**src/rtl/instruction_fetch_unit_if.sv**
```systemverilog
// rtl/instruction_fetch_unit_if.sv - instruction memory request/response bus
interface instruction_fetch_unit_if;
   logic        imem_req;
   logic [31:0] imem_addr;
   logic        imem_ready;
   logic        imem_rvalid;
   logic [31:0] imem_rdata;

   modport master (output imem_req, imem_addr, input imem_ready, imem_rvalid, imem_rdata);
   modport slave  (input imem_req, imem_addr, output imem_ready, imem_rvalid, imem_rdata);
endinterface

```
**src/rtl/instruction_fetch_unit.sv**
```systemverilog
// rtl/instruction_fetch_unit.sv - PC owner, imem fetch handshake and next-PC selection
// Optional IFU_PERF_CNT_EN adds instret_cnt/stall_cnt counters.
module instruction_fetch_unit #(
   parameter logic [31:0] RESET_PC     = 32'h0000_0000,
   parameter int          IMEM_TIMEOUT = 255
) (
   input  logic                    clk,
   input  logic                    rst,
   instruction_fetch_unit_if.master mem,
   output logic [31:0]             ins,
   output logic                    ins_valid,
   input  logic                    ins_ack,
   output logic [31:0]             pc,
   output logic [31:0]             pc_plus4,
   input  logic                    BR,
   input  logic                    PCToReg,
   input  logic                    aluToPC,
   input  logic                    br_taken,
   input  logic [31:0]             imm,
   input  logic [31:0]             alu_result,
   output logic                    fetch_err,
   output logic [1:0]              err_cause
`ifdef IFU_PERF_CNT_EN
   ,
   output logic [31:0]             instret_cnt,
   output logic [31:0]             stall_cnt
`endif
);

   typedef enum logic [2:0] {IDLE, REQ, WAIT, HOLD, FAULT} state_t;

   localparam logic [31:0] TMO_LAST = 32'(IMEM_TIMEOUT - 1);

   state_t      state;
   logic [31:0] tmo_cnt;
   logic [31:0] target;

   assign pc_plus4      = pc + 32'd4;
   assign mem.imem_addr = pc;

   always_comb begin
      target = pc_plus4;
      if (aluToPC)
         target = {alu_result[31:1], 1'b0};
      else if (BR && (PCToReg || br_taken))
         target = pc + imm;
   end

   always_ff @(posedge clk) begin
      if (rst) begin
         state        <= IDLE;
         pc           <= RESET_PC;
         ins          <= 32'd0;
         ins_valid    <= 1'b0;
         mem.imem_req <= 1'b0;
         fetch_err    <= 1'b0;
         err_cause    <= 2'b00;
         tmo_cnt      <= 32'd0;
`ifdef IFU_PERF_CNT_EN
         instret_cnt  <= 32'd0;
         stall_cnt    <= 32'd0;
`endif
      end else begin
         case (state)
            IDLE: begin
               state        <= REQ;
               mem.imem_req <= 1'b1;
            end
            REQ: begin
               if (mem.imem_ready) begin
                  state        <= WAIT;
                  mem.imem_req <= 1'b0;
                  tmo_cnt      <= 32'd0;
               end
`ifdef IFU_PERF_CNT_EN
               else
                  stall_cnt <= stall_cnt + 32'd1;
`endif
            end
            WAIT: begin
               if (mem.imem_rvalid) begin
                  ins       <= mem.imem_rdata;
                  ins_valid <= 1'b1;
                  state     <= HOLD;
               end else begin
`ifdef IFU_PERF_CNT_EN
                  stall_cnt <= stall_cnt + 32'd1;
`endif
                  // tmo_cnt counts WAIT cycles already spent; this is cycle tmo_cnt+1
                  if (IMEM_TIMEOUT != 0 && tmo_cnt == TMO_LAST) begin
                     state     <= FAULT;
                     fetch_err <= 1'b1;
                     err_cause <= 2'b10;
                  end else begin
                     tmo_cnt <= tmo_cnt + 32'd1;
                  end
               end
            end
            HOLD: begin
               if (ins_ack) begin
                  ins_valid <= 1'b0;
                  if (target[1:0] != 2'b00) begin
                     state     <= FAULT;
                     fetch_err <= 1'b1;
                     err_cause <= 2'b01;
                  end else begin
                     pc           <= target;
                     state        <= REQ;
                     mem.imem_req <= 1'b1;
`ifdef IFU_PERF_CNT_EN
                     instret_cnt  <= instret_cnt + 32'd1;
`endif
                  end
               end
            end
            FAULT: begin
               state        <= FAULT;
               ins_valid    <= 1'b0;
               mem.imem_req <= 1'b0;
               fetch_err    <= 1'b1;
            end
            default: state <= IDLE;
         endcase
      end
   end

endmodule

```
**src/flat_wrapper.sv**
```systemverilog
// flat-port wrapper written by rule: the top's interface ports become plain ports
module instruction_fetch_unit_flat 
#(
   parameter logic [31:0] RESET_PC     = 32'h0000_0000,
   parameter int          IMEM_TIMEOUT = 255
)
  (clk, rst, ins, ins_valid, ins_ack, pc, pc_plus4, BR, PCToReg, aluToPC, br_taken, imm, alu_result, fetch_err, err_cause, mem_imem_req, mem_imem_addr, mem_imem_ready, mem_imem_rvalid, mem_imem_rdata);
  instruction_fetch_unit_if mem_i ();
  input  logic clk;
  input  logic rst;
  output logic [31:0] ins;
  output logic ins_valid;
  input  logic ins_ack;
  output logic [31:0] pc;
  output logic [31:0] pc_plus4;
  input  logic BR;
  input  logic PCToReg;
  input  logic aluToPC;
  input  logic br_taken;
  input  logic [31:0] imm;
  input  logic [31:0] alu_result;
  output logic fetch_err;
  output logic [1:0] err_cause;
  output wire logic [$bits(mem_i.imem_req)-1:0] mem_imem_req;
  output wire logic [$bits(mem_i.imem_addr)-1:0] mem_imem_addr;
  input wire logic [$bits(mem_i.imem_ready)-1:0] mem_imem_ready;
  input wire logic [$bits(mem_i.imem_rvalid)-1:0] mem_imem_rvalid;
  input wire logic [$bits(mem_i.imem_rdata)-1:0] mem_imem_rdata;
  assign mem_imem_req = mem_i.imem_req;
  assign mem_imem_addr = mem_i.imem_addr;
  assign mem_i.imem_ready = mem_imem_ready;
  assign mem_i.imem_rvalid = mem_imem_rvalid;
  assign mem_i.imem_rdata = mem_imem_rdata;
  instruction_fetch_unit #(.RESET_PC(RESET_PC), .IMEM_TIMEOUT(IMEM_TIMEOUT)) u_core (.clk(clk), .rst(rst), .mem(mem_i), .ins(ins), .ins_valid(ins_valid), .ins_ack(ins_ack), .pc(pc), .pc_plus4(pc_plus4), .BR(BR), .PCToReg(PCToReg), .aluToPC(aluToPC), .br_taken(br_taken), .imm(imm), .alu_result(alu_result), .fetch_err(fetch_err), .err_cause(err_cause));
endmodule
```
**config.mk**
```make
export PLATFORM = sky130hd
export DESIGN_NAME = instruction_fetch_unit_flat
export DESIGN_NICKNAME = d
export VERILOG_FILES = /design/src/rtl/instruction_fetch_unit_if.sv /design/src/rtl/instruction_fetch_unit.sv /design/src/flat_wrapper.sv
export SDC_FILE = /design/constraint.sdc
export NUM_CORES = 1
export LEC_CHECK = 0
export BUFFER_PORTS_ARGS = -buffer_cell sky130_fd_sc_hd__buf_4
export CORE_ASPECT_RATIO = 0.9
export CORE_MARGIN = 8
export CORE_UTILIZATION = 48
export DETAILED_ROUTE_END_ITERATION = 8
export GPL_TIMING_DRIVEN = 0
export PLACE_DENSITY = 0.72
export SYNTH_ARGS = -nofsm -noshare
export SYNTH_HDL_FRONTEND = slang
export SYNTH_SLANG_ARGS = --single-unit
```
**constraint.sdc**
```tcl
create_clock -name clk -period 3.51 [get_ports clk]
set_clock_uncertainty 0.05 [all_clocks]
set_input_delay 0.702 -clock clk [delete_from_list [all_inputs] [get_ports clk]]
set_output_delay 0.702 -clock clk [all_outputs]
set_load 0.05 [all_outputs]
```
==> results of run 1 <==
worst min path at each step:
| stage | from | end | slack [ns] | depth (start not counted) |
|---|---|---|---|---|
| 3_5_place_dp | u_core.ins[9] | u_core.ins[9] | 0.40 | 2 |
| 5_1_grt | u_core.ins[8] | u_core.ins[8] | 0.43 | 2 |
| 6_report | u_core.ins[9] | u_core.ins[9] | 0.40 | 2 |
| 3_3_place_gp | u_core.ins[7] | u_core.ins[7] | 0.39 | 2 |
| 2_1_floorplan | u_core.tmo_cnt[17] | u_core.tmo_cnt[17] | 0.42 | 2 |
| 4_1_cts | u_core.ins[15] | u_core.ins[15] | 0.41 | 2 |
layout by cell type (no fill, tap or decap), types with 4 or more instances in the layout:
cell,netlist,layout
a31oi_1,5,5
xnor2_1,36,34
nand2_1,146,145
a211oi_1,10,10
dfxtp_4,0,5
buf_4,36,279
nand4_1,26,26
clkbuf_1,29,29
o221ai_1,6,6
and3_1,18,18
xor2_1,44,44
and2_1,10,10
o21ai_0,34,34
o21bai_1,5,5
o22ai_1,7,7
clkbuf_8,4,5
a21oi_1,98,97
dfxtp_1,104,97
mux2i_1,5,5
ha_1,34,34
a22o_1,5,5
or3_1,10,10
o211ai_1,9,9
nor3_1,12,11
nand2b_1,4,4
a221oi_1,4,4
nand3_1,27,27
a21o_1,19,19
o31ai_1,7,6
o21a_1,5,5
inv_1,24,24
o211a_1,4,4
nor4_1,8,7
clkbuf_16,0,9
nor2_1,79,77
power groups by stage:
stage               Clock, uW  Combinational [uW]  Sequential [uW]
floorplan                   0                 270             1300
global placement            0                 534             1250
detailed placement          0                 538             1250
CTS                      1160                 542             1220
global route             1210                 589             1220
finish                   1150                 549             1220
what timing repair did:
action                                  in CTS  in global routing
endpoints found under the setup margin      13                  9
pin swaps                                    1                  4
buffers inserted                             1                  9
resized for setup                           16                  9
metrics by stage:
| step | area (sq um) | TNS (ns) |
|---|---|---|
| floorplan | 7201 | 0 |
| global placement | 9205 | -3.820 |
| global route | 9706 | -0.06816 |
| detailed placement | 9205 | -4.032 |
| CTS | 9603 | -0.03695 |
| finish | 9706 | -0.008565 |
cell families (layout without fill, tap and decap cells):
logic type      after synthesis  in the layout  synth area share, %
compound gates              247            247                22.72
xor+xnor                     81             81                10.13
fa+ha+maj                    35             35                6.199
buf+inv                     100            360                7.835
flops                       104            104                28.97
mux                           5              5               0.6965
simple gates                358            358                23.44
worst max-delay path, cell delays in order, from the launching register on:
cell,delay [ns]
dfxtp_4,0.42
nand2_4,0.07
or2_4,0.27
or4_4,0.55
nor3_4,0.26
or3b_4,0.44
xnor2_4,0.20
buf_6,0.18
cell type report:
class                           count  area [sq um]  share of cell area (%)
Multi-Input combinational cell    726          4622                   47.62
Sequential cell                   104          2103                   21.67
Clock inverter                      6         95.09                  0.9798
Clock buffer                       10         239.0                   2.462
Inverter                           25         93.84                  0.9669
Tap cell                          198         247.7                   2.553
Buffer                             75         469.2                   4.834
Timing Repair Buffer              244          1836                   18.91
synth_stat cells (all sizes together) (2+ instances only):
master / instances
xor2: 44
nor3b: 3
nand2: 146
nor2: 79
a21oi: 98
o21a: 5
a2111oi: 5
nand3: 28
xnor2: 37
o41ai: 2
o21bai: 5
ha: 34
a31oi: 5
and3: 21
o211ai: 9
o31ai: 8
a211oi: 10
o21ai: 35
o221ai: 6
o211a: 4
a21o: 19
a211o: 3
nor3: 13
a22o: 5
mux2i: 5
a221oi: 6
or2: 2
o31a: 2
nand2b: 4
buf: 41
o22ai: 7
dfxtp: 104
nand4: 27
and2: 10
nor4: 8
inv: 25
o311ai: 3
clkbuf: 34
a311o: 2
or3: 11
layer usage:
| metal | share of wire, % | routed length (um) | vias up |
|---|---|---|---|
| met2 | 45 | 11720 | 387 |
| met4 | 2.5 | 657 | 2 |
| met5 | 0.050 | 13 | - |
| met3 | 9.0 | 2335 | 50 |
| li1 | - | - | 3795 |
| met1 | 43 | 11300 | 3672 |
registers in the layout, summed over array words and instances, names as in the netlist:
signal / flops
u_core.fetch_err: 1
u_core.state: 3
u_core.mem.imem_addr: 32
u_core.err_cause: 2
u_core.ins_valid: 1
u_core.tmo_cnt: 32
u_core.mem.imem_req: 1
u_core.ins: 32
==> impl_results.md, run 1 <==
* Root Driver: clkbuf_16
* Switching Fraction at 29.31%
* DIE AREA at roughly 19,000 sq um
* Die span in y at 132.1 um
* DR vias/cell at 5.696
* Leakage power at approximately 0.0043 uW
* Post-synth EDFFs at 0
* Cells after synthesis at 930
* Input/output buffers at 234
* Min-Delay Path Class: flop to flop
* Placed Cells at 1,362
* Internal power at 2063 uW
* Worst reg2reg endpoint: u_core.mem.imem_addr[16]
* Synth warn at 0
* Worst EP required at 2.76 ns
* Min cycle time layout at 3.519 ns
* Least-Margin Pin Slew at 0.8810 ns
* CTS H-Tree Depth at 3
* Crit share post-route at 100.2%
* Post-synthesis async set-or-reset flop share at 0%
* Setup WS pre-CTS at -0.3667 ns
* Crit path to: pc_plus4[31]
* GR peak layer: met2
* Top cells by area, synth: dfxtp_1 29%, nand2_1 7.6%, a21oi_1 6.8%
* Post-synth top flop: dfxtp_1
* HPWL after detailed placement at 20.31 mm
* Worst EP arrival at 2.77 ns
* All-Layer GR Usage at about a quarter
* # IOs at 238
* Drt total wl at 26.02 mm
* Maximum clock insertion buffer count at 2
* Syn nets at roughly 1,100
* Final ANT Viol Nets at 0
* Worst R2R Start: u_core.mem.imem_addr[0]
* Initial antenna violation count at 1
* GP Congestion at 0.9344
* Crit path launch: u_core.mem.imem_addr[2]
* Clk pwr share at 39.4%
* Post-CTS Hold Fix Bufs at 0
* Layout Cells excl Fill at around 1,400
* Max Cap Violations at 0
* WL/cell at 18.75 um
* First-pass GRT wire length at about 40 mm
* Skew-Pair Late Insertion Delay at around 0.36 ns
* R2R cell count at 9
* Area added between synthesis and finish at 35.07%
* FF+latch count, synth at 104
* RSZ-0062 raised after global routing: true
* Final-report hold violation count at 0
* Violated checks: setup timing
* Final max-slew violation count at 0
* Sequential share of power at 41.8%
* NetSw at 855.6 uW
* GRT overflow at 0
* Post-synthesis sequential area ratio at 28.97%
* Initial Utilization at between 40% and 50%
* Synth area leader: dfxtp_1
* Peak VDD IR at 295.8 uV
* Synth unique cells at 74
* Achievable Freq at 0.2842 GHz
* Tot Pwr at 2919 uW
* Nets at around 1,300
* Placement Rows at 42
* Final Util at 66.20%
* Max-slew headroom at 40.73%
* Share of the synthesized area in the top cell type at between 20 and 30%
* Critical Setup Path Class: flop to primary output
* Antenna cells at 0
* CTS tree: built
* CORE AREA at 14,660 sq um
* TritonCTS Buffers at 9
* Share of layout cells above drive strength 1 at 28.74%
* Grt met2 use at 41.18%
* Critical path launch point type: flop
* Synth Cell Area at 7186 sq um
* Syn_area_per_cell at a little under 8 sq um
* Status: complete, but fails checks
* Fill cell count at 1,295
* Clk sink count at 104
* Pwr Density at 300.7 nW/um^2
* Combinational share of power at 18.8%
* Number of global-route vias before repair at 7,342
* Setup crit end kind: primary output
* Grt met1 use at 33.14%
* Hold Worst Slack at a little over 0.4 ns
* DR vias at 7,906
* DRT iter0 DRCs at 381
* Largest net degree at the start of global routing at 19
* Chip Width at 145.0 um
* Reg clk slew, reported paths at around 0.07 ns
* Drt pass-1 iters at 5
* GR Layer Usage met3 at 7.275%
* Crit-path max FO at 7
* Final setup margin at -0.008565 ns
* Worst reg2reg setup slack at 0.19 ns
* Residual DRC at 0
* Final setup vio count at 1
Power figures use the tool's default switching activity.
==> run 2: changes to the inputs <==
--- a/config.mk
+++ b/config.mk
@@ -5,13 +5,14 @@
 export SDC_FILE = /design/constraint.sdc
 export NUM_CORES = 1
 export LEC_CHECK = 0
+export ABC_AREA = 1
 export BUFFER_PORTS_ARGS = -buffer_cell sky130_fd_sc_hd__buf_4
 export CORE_ASPECT_RATIO = 0.9
 export CORE_MARGIN = 8
 export CORE_UTILIZATION = 48
 export DETAILED_ROUTE_END_ITERATION = 8
 export GPL_TIMING_DRIVEN = 0
-export PLACE_DENSITY = 0.72
+export PLACE_DENSITY = 0.7
 export SYNTH_ARGS = -nofsm -noshare
 export SYNTH_HDL_FRONTEND = slang
 export SYNTH_SLANG_ARGS = --single-unit
==> run 2 against run 1 <==
Against the previous run: total power is 50% higher; sequential share of layout area fell by 3.0 points; the run now ends clean; clock power is 9% lower; largest cell class unchanged; routed wire length up 29%; sequential power is 16% higher; synthesized cell count up 60%.
==> impl_results.md, run 2 <==
* Post-CTS setup buffers at 0 (-1)
* GRT overflow at 0 (unchanged)
* Syn_area_per_cell at 5.876 sq um (-24%)
* Setup TNS at 0 ns (+0.008565 ns)
* DRT iter0 DRCs at 994 (+160%)
* Antenna cells at 0 (unchanged)
* Min-delay src: u_core.err_cause[0]
* Maximum clock insertion buffer count at 2 (unchanged)
* Crit-path most repeated cell: nand2_1
* FF+latch count, synth at 104 (unchanged)
* DR vias at 10,260 (+30%)
* Crit-path max FO at 8 (+1)
* Max-slew headroom at 51.95% (+11 points)
* Drt pass-1 iters at 6 (+1)
* Largest net degree at the start of global routing at 22 (+3)
* # IOs at 238 (unchanged)
* Achievable Freq at 0.3012 GHz (+6.0%)
* Syn nets at 1,629 (+52%)
* Peak VDD IR at 253.8 uV (-14%)
* Combinational share of power at 43.6% (+25 points)
* DR vias/cell at 5.169 (-9.3%)
* Initial antenna violation count at 0 (-1)
* HPWL after detailed placement at 27.75 mm (+37%)
* Post-synthesis async set-or-reset flop share at 0% (unchanged)
* Worst hold endpoint: u_core.err_cause[0]
* Worst reg2reg endpoint: u_core.mem.imem_addr[29]
* Post-synth top flop: dfxtp_1
* CTS tree: built
* Clk pwr share at 24.0% (-15 points)
* Share of layout cells above drive strength 1 at 20.30% (-8.4 points)
* CP max stage delay at 0.55 ns (about the same)
* Min-Delay Path Class: flop to flop
* Die span in y at 144.1 um (+9.1%)
* Slowest CP cell: dfxtp_1
* RSZ-0062 raised after global routing: false
* Sequential share of power at 32.4% (-9.4 points)
* Area added between synthesis and finish at 27.16%
* Chip Width at 158.3 um (+9.2%)
* Synth area leader: dfxtp_1
* Share of the synthesized area in the top cell type at 23.80% (-5.2 points)
* Min cycle time layout at 3.320 ns (-0.1982 ns)
* Reg clk slew, reported paths at 0.09 ns (+0.02 ns)
* All-Layer GR Usage at 28.67% (+2.8 points)
* Critical Setup Path Class: flop to primary output
* CTS H-Tree Depth at 3 (unchanged)
* Pwr Density at 393.1 nW/um^2 (+31%)
* Worst R2R Start: u_core.mem.imem_addr[0]
* Cells after synthesis at 1,489 (+60%)
* Least-Margin Pin Slew at 0.7208 ns (-0.1602 ns)
* Worst EP arrival at 2.57 ns (-0.20 ns)
* TritonCTS Buffers at 9 (unchanged)
* Synth warn at 0 (unchanged)
* GP Congestion at 0.9602 (+2.8%)
* Clk sink count at 104 (unchanged)
* CORE AREA at 18,110 sq um (+24%)
* Skew-Pair Late Insertion Delay at 0.35 ns (about the same)
* Status: finished clean
* Most frequent cell after synthesis: nand2_1
* Final setup vio count at 0 (-1)
* Critical path launch point type: flop
* Cell family with most CP delay: simple AND/OR/NAND/NOR gates
* Final ANT Viol Nets at 0 (unchanged)
* WP buf/inv at 1 (unchanged)
* Synth Cell Area at 8750 sq um (+22%)
* Number of global-route vias before repair at 9,270 (+26%)
* Fill cell count at 1,890 (+46%)
* Nets at 1,874 (+41%)
* Worst Hold Depth at 2 (unchanged)
* Initial Utilization at 48.31% (-0.70 points)
* R2R cell count at 9 (unchanged)
* Final max-slew violation count at 0 (unchanged)
* Top cells by area, synth: dfxtp_1 24%, nand2_1 19%, nor2_1 9.8%
* Setup crit end kind: primary output
* Post-synthesis sequential area ratio at 23.80% (-5.2 points)
* Internal power at 2423 uW (+17%)
* Input/output buffers at 234 (unchanged)
* Switching Fraction at 44.60% (+15 points)
* Max Cap Violations at 0 (unchanged)
* Root Driver: clkbuf_16
* Drt total wl at 33.58 mm (+29%)
* Residual DRC at 0 (unchanged)
* Synth unique cells at 41 (-45%)
* NetSw at 1951 uW (+130%)
* Worst reg2reg setup slack at 0.84 ns (+0.65 ns)
* Final-report hold violation count at 0 (unchanged)
* First-pass GRT wire length at 50.87 mm (+27%)
* Post-synth EDFFs at 0 (unchanged)
* Crit share post-route at 94.60% (-5.6 points)
* WL/cell at 16.92 um (-9.7%)
* Worst EP required at 2.76 ns (about the same)
* Leakage power at 0.005388 uW (+24%)
* Cell Chain, Critical Path: ha_1 -> nand3_2 -> nor2_4 -> nand2_2 -> nor2_2 -> nand2_1 -> o21ai_0 -> nand2_1 -> buf_4
* Top post-synthesis cells by count: 446 x nand2_1, 229 x nor2_1, 169 x inv_1
* Commonest non-fill, non-tap cell in the layout: nand2_1
* DIE AREA at 22,810 sq um (+19%)
* Placement Rows at 47 (+12%)
* Tot Pwr at 4373 uW (+50%)
* Most frequent cells in the layout: 446 x nand2_1, 271 x buf_4, 229 x nor2_1
## run 2: cell types whose count changed after synthesis, sizes merged, moves of 14 or more
cell    change
nand2     +317
and3       -21
nor2      +158
inv       +149
nand3b     +14
nand3      +46
nor3       +17
o21ai      +34
a21o       -18
xnor2      -17
## run 2: final cells by class
type / count / area (sq um) / share of cell area [%]
well taps: 245 / 306.5 / 2.755
plain buffers: 78 / 476.7 / 4.285
clock buffers: 9 / 225.2 / 2.024
clock inverters: 7 / 80.08 / 0.7197
inverters: 176 / 660.6 / 5.938
flip-flops and latches: 104 / 2082 / 18.71
repair buffers: 234 / 1757 / 15.79
multi-input cells: 1131 / 5538 / 49.77
## run 2: worst max path at each step
stage | startpoint | endpoint | slack, ns | cells past startpoint
floorplan | u_core.mem.imem_addr[2] | pc_plus4[16] | 0.42 | 7
global placement | imm[0] | u_core.mem.imem_addr[25] | 0.49 | 10
detailed placement | imm[0] | u_core.mem.imem_addr[29] | 0.48 | 10
CTS | u_core.mem.imem_addr[4] | pc_plus4[19] | 0.19 | 7
global route | u_core.mem.imem_addr[2] | pc_plus4[28] | 0.03 | 9
finish | u_core.mem.imem_addr[2] | pc_plus4[28] | 0.19 | 9
## run 2: power groups by stage
stage	sequential [uW]	combinational (uW)	clock, uW
2_1_floorplan	1750	979	0
3_3_place_gp	1440	1880	0
3_5_place_dp	1440	1900	0
4_1_cts	1420	1900	1060
5_1_grt	1430	2050	1100
6_report	1420	1910	1050
## run 2: logic make-up (layout without fill, tap and decap cells)
group	after synthesis	count (layout)	share of synthesized area, %
adders and majority gates	35	35	5.091
buffers and inverters	254	504	13.00
DFF	104	104	23.80
xor gates and xnor gates	57	57	5.792
AOI/OAI and AO/OA	195	195	12.06
and+or+nand+nor	844	844	40.27
## run 2: layer usage
| layer | GRT usage (%) | up-vias | wire length, um |
|---|---|---|---|
| li1 | - | 5161 | - |
| met1 | 41.26 | 4542 | 15220 |
| met2 | 42.86 | 523 | 13740 |
| met3 | 6.334 | 29 | 4152 |
| met4 | 5.652 | 0 | 465 |
| met5 | 0 | - | 0 |
## run 2: worst reg2reg max path, cell delays in order, from the launching register on
cell and delay [ns]:
dfxtp_1 0.37, ha_1 0.25, fa_1 0.48, nor3_1 0.05
o21ai_1 0.35, nor2_2 0.11, nand2_2 0.16, clkbuf_1 0.51
nand2_1 0.10, a21oi_1 0.17
## run 2: stage by stage
stage	cells	hold slack, ns	setup WS [ns]	cell area [sq um]	utilization [%]
after floorplan	1489	0.4065	0.4178	8750	-
after global placement	1968	0.3806	0.4935	10810	59.70
after detailed placement	1968	0.4011	0.4779	10810	59.70
after CTS	1984	0.4142	0.1921	11120	61.38
after global routing	1984	0.4419	0.02541	11130	61.43
final	1984	0.4126	0.1897	11130	61.43
## run 2: repair_timing
| action | in CTS | in global routing |
|---|---|---|
| hold buffers | 0 | 0 |
| endpoints found under the setup margin | 0 | 1 |
| gates resized for setup | 0 | 1 |
==> run 3: changes to the inputs <==
--- a/config.mk
+++ b/config.mk
@@ -9,10 +9,10 @@
 export BUFFER_PORTS_ARGS = -buffer_cell sky130_fd_sc_hd__buf_4
 export CORE_ASPECT_RATIO = 0.9
 export CORE_MARGIN = 8
-export CORE_UTILIZATION = 48
+export CORE_UTILIZATION = 41
 export DETAILED_ROUTE_END_ITERATION = 8
 export GPL_TIMING_DRIVEN = 0
-export PLACE_DENSITY = 0.7
+export PLACE_DENSITY = 0.61
 export SYNTH_ARGS = -nofsm -noshare
 export SYNTH_HDL_FRONTEND = slang
 export SYNTH_SLANG_ARGS = --single-unit
==> constraint.sdc (replaced) <==
create_clock -name clk -period 3.51 [get_ports clk]
set_clock_uncertainty 0.05 [all_clocks]
set_input_delay 0.8775 -clock clk [delete_from_list [all_inputs] [get_ports clk]]
set_output_delay 0.8775 -clock clk [all_outputs]
set_load 0.05 [all_outputs]
==> run 3 against run 2 <==
Against the previous run: die area rose by 15%; cell area is 0.48% higher; critical path depth fell by 2; non-clock buffer count unchanged; combinational power hardly changed; first-iteration DRC count decreased by 14%; clock power about the same; highest routed layer unchanged.
==> impl_results.md, run 3 (synthesis gave the netlist of run 2 again) <==
* Final ANT Viol Nets at 0 (unchanged)
* Final Util at 53.50% (-7.9 points)
* GRT overflow at 0 (unchanged)
* WL/cell at 17.12 um (+1.2%)
* Largest net degree at the start of global routing at 22 (unchanged)
* Critical path launch point type: flop
* Least-Margin Pin Slew at 0.7994 ns (+0.07860 ns)
* DRT iter0 DRCs at 857 (-14%)
* Setup TNS at 0 ns (unchanged)
* Critical Setup Path Class: flop to primary output
* Setup crit end kind: primary output
* Nets at 1,874 (unchanged)
* Area added between synthesis and finish at 27.77%
* CTS tree: built
* Residual DRC at 0 (unchanged)
* Number of global-route vias before repair at 9,441 (+1.8%)
* Most frequent cells in the layout: 446 x nand2_1, 271 x buf_4, 229 x nor2_1
* Skew-Pair Late Insertion Delay at 0.36 ns (about the same)
* Placement Rows at 50 (+6.4%)
* Crit share post-route at 94.67% (about the same)
* Commonest non-fill, non-tap cell in the layout: nand2_1
* Maximum clock insertion buffer count at 2 (unchanged)
* CTS H-Tree Depth at 3 (unchanged)
* Leakage power at 0.005392 uW (about the same)
* Peak VDD IR at 300.0 uV (+18%)
* Min cycle time layout at 3.323 ns (+0.002423 ns)
* Placed Area at 10,860 sq um (+0.47%)
* Share of layout cells above drive strength 1 at 20.41% (+0.12 points)
* Min-Delay Path Class: flop to flop
* GP Congestion at 0.9606 (about the same)
* Crit-path max FO at 8 (unchanged)
* Final max-slew violation count at 0 (unchanged)
* Max Cap Violations at 0 (unchanged)
* Slowest CP cell: dfxtp_1
* HPWL after detailed placement at 28.71 mm (+3.5%)
* Root Driver: clkbuf_16
* Post_cts resized at 0 (unchanged)
* Chip Width at 170.0 um (+7.4%)
* Post-CTS Hold Fix Bufs at 0 (unchanged)
* Die span in y at 154.6 um (+7.3%)
* Pwr Density at 390.5 nW/um^2 (-0.67%)
* Final-report hold violation count at 0 (unchanged)
* Post-CTS setup buffers at 0 (unchanged)
* Worst EP required at 2.58 ns (-0.18 ns)
* CORE AREA at 20,900 sq um (+15%)
* Antenna cells at 0 (unchanged)
* Post-route cell area at 11,180 sq um (+0.48%)
* DR vias/cell at 5.009 (-3.1%)
* Reg clk slew, reported paths at 0.08 ns (about the same)
* Crit-path most repeated cell: nand2_1
* Worst EP arrival at 2.40 ns (-0.17 ns)
* Input/output buffers at 234 (unchanged)
* All-Layer GR Usage at 25.64% (-3.0 points)
* Status: finished clean
* Drt total wl at 34.68 mm (+3.3%)
* RSZ-0062 raised after global routing: false
* CP max stage delay at 0.55 ns (about the same)
* Cell Chain, Critical Path: nand2_1 -> nor2_1 -> nand3_1 -> nor3_1 -> or2_2 -> nand2_1 -> buf_4
* Achievable Freq at 0.3010 GHz (about the same)
* Initial Utilization at 41.87% (-6.4 points)
* DR vias at 10,140 (-1.1%)
* Max-slew headroom at 46.71% (-5.2 points)
* TritonCTS Buffers at 9 (unchanged)
* # IOs at 238 (unchanged)
* DIE AREA at 26,280 sq um (+15%)
* Drt pass-1 iters at 5 (-1)
* Initial antenna violation count at 0 (unchanged)
* Final setup vio count at 0 (unchanged)
* Clk sink count at 104 (unchanged)
* First-pass GRT wire length at 53.12 mm (+4.4%)
-- run 3: cell type report --
cell class / count / area (sq um)
clock inverters: 7 / 86.33
repair buffers: 234 / 1757
clock buffers: 9 / 225.2
inverters: 176 / 660.6
well taps: 286 / 357.8
fillers: 2311 / 9716
flip-flops and latches: 104 / 2086
multi-input cells: 1131 / 5530
plain buffers: 78 / 476.7
-- run 3: stage by stage --
stage	instances	setup slack [ns]	hold slack [ns]	power (uW)
after detailed placement	2009	0.2033	0.3838	3342
after CTS	2025	0.1193	0.3960	4389
after global placement	2009	0.2319	0.3810	3334
after global routing	2025	0.09591	0.4435	4607
after floorplan	1489	0.2423	0.4065	2725
final	2025	0.1872	0.3946	4365
-- run 3: worst paths after layout --
kind / from / to / slack [ns] / depth (start not counted)
max: u_core.mem.imem_addr[18] / pc_plus4[21] / 0.19 / 7
min reg2reg: u_core.err_cause[0] / u_core.err_cause[0] / 0.39 / 2
min: u_core.err_cause[0] / u_core.err_cause[0] / 0.39 / 2
max reg2reg: u_core.mem.imem_addr[0] / u_core.mem.imem_addr[24] / 0.77 / 9
-- run 3: per-layer routing --
metal	GRT usage [%]	share of wire, %	vias up
met5	0	0	-
met4	4.508	1.2	0
met3	5.751	9.6	27
met2	38.11	41	423
met1	37.25	49	4548
li1	-	-	5145
-- run 3: critical path: cells and delay by family, from the launching register on --
kind                   cells  cell delay [ns]
buffers and inverters      1             0.20
flip-flops                 1             0.55
AND/OR/NAND/NOR            6             1.29
-- run 3: power by group --
part           total (uW)  internal (uW)  switching (uW)
clock                1050            511             536
combinational        1910            611            1290
sequential           1410           1300             111
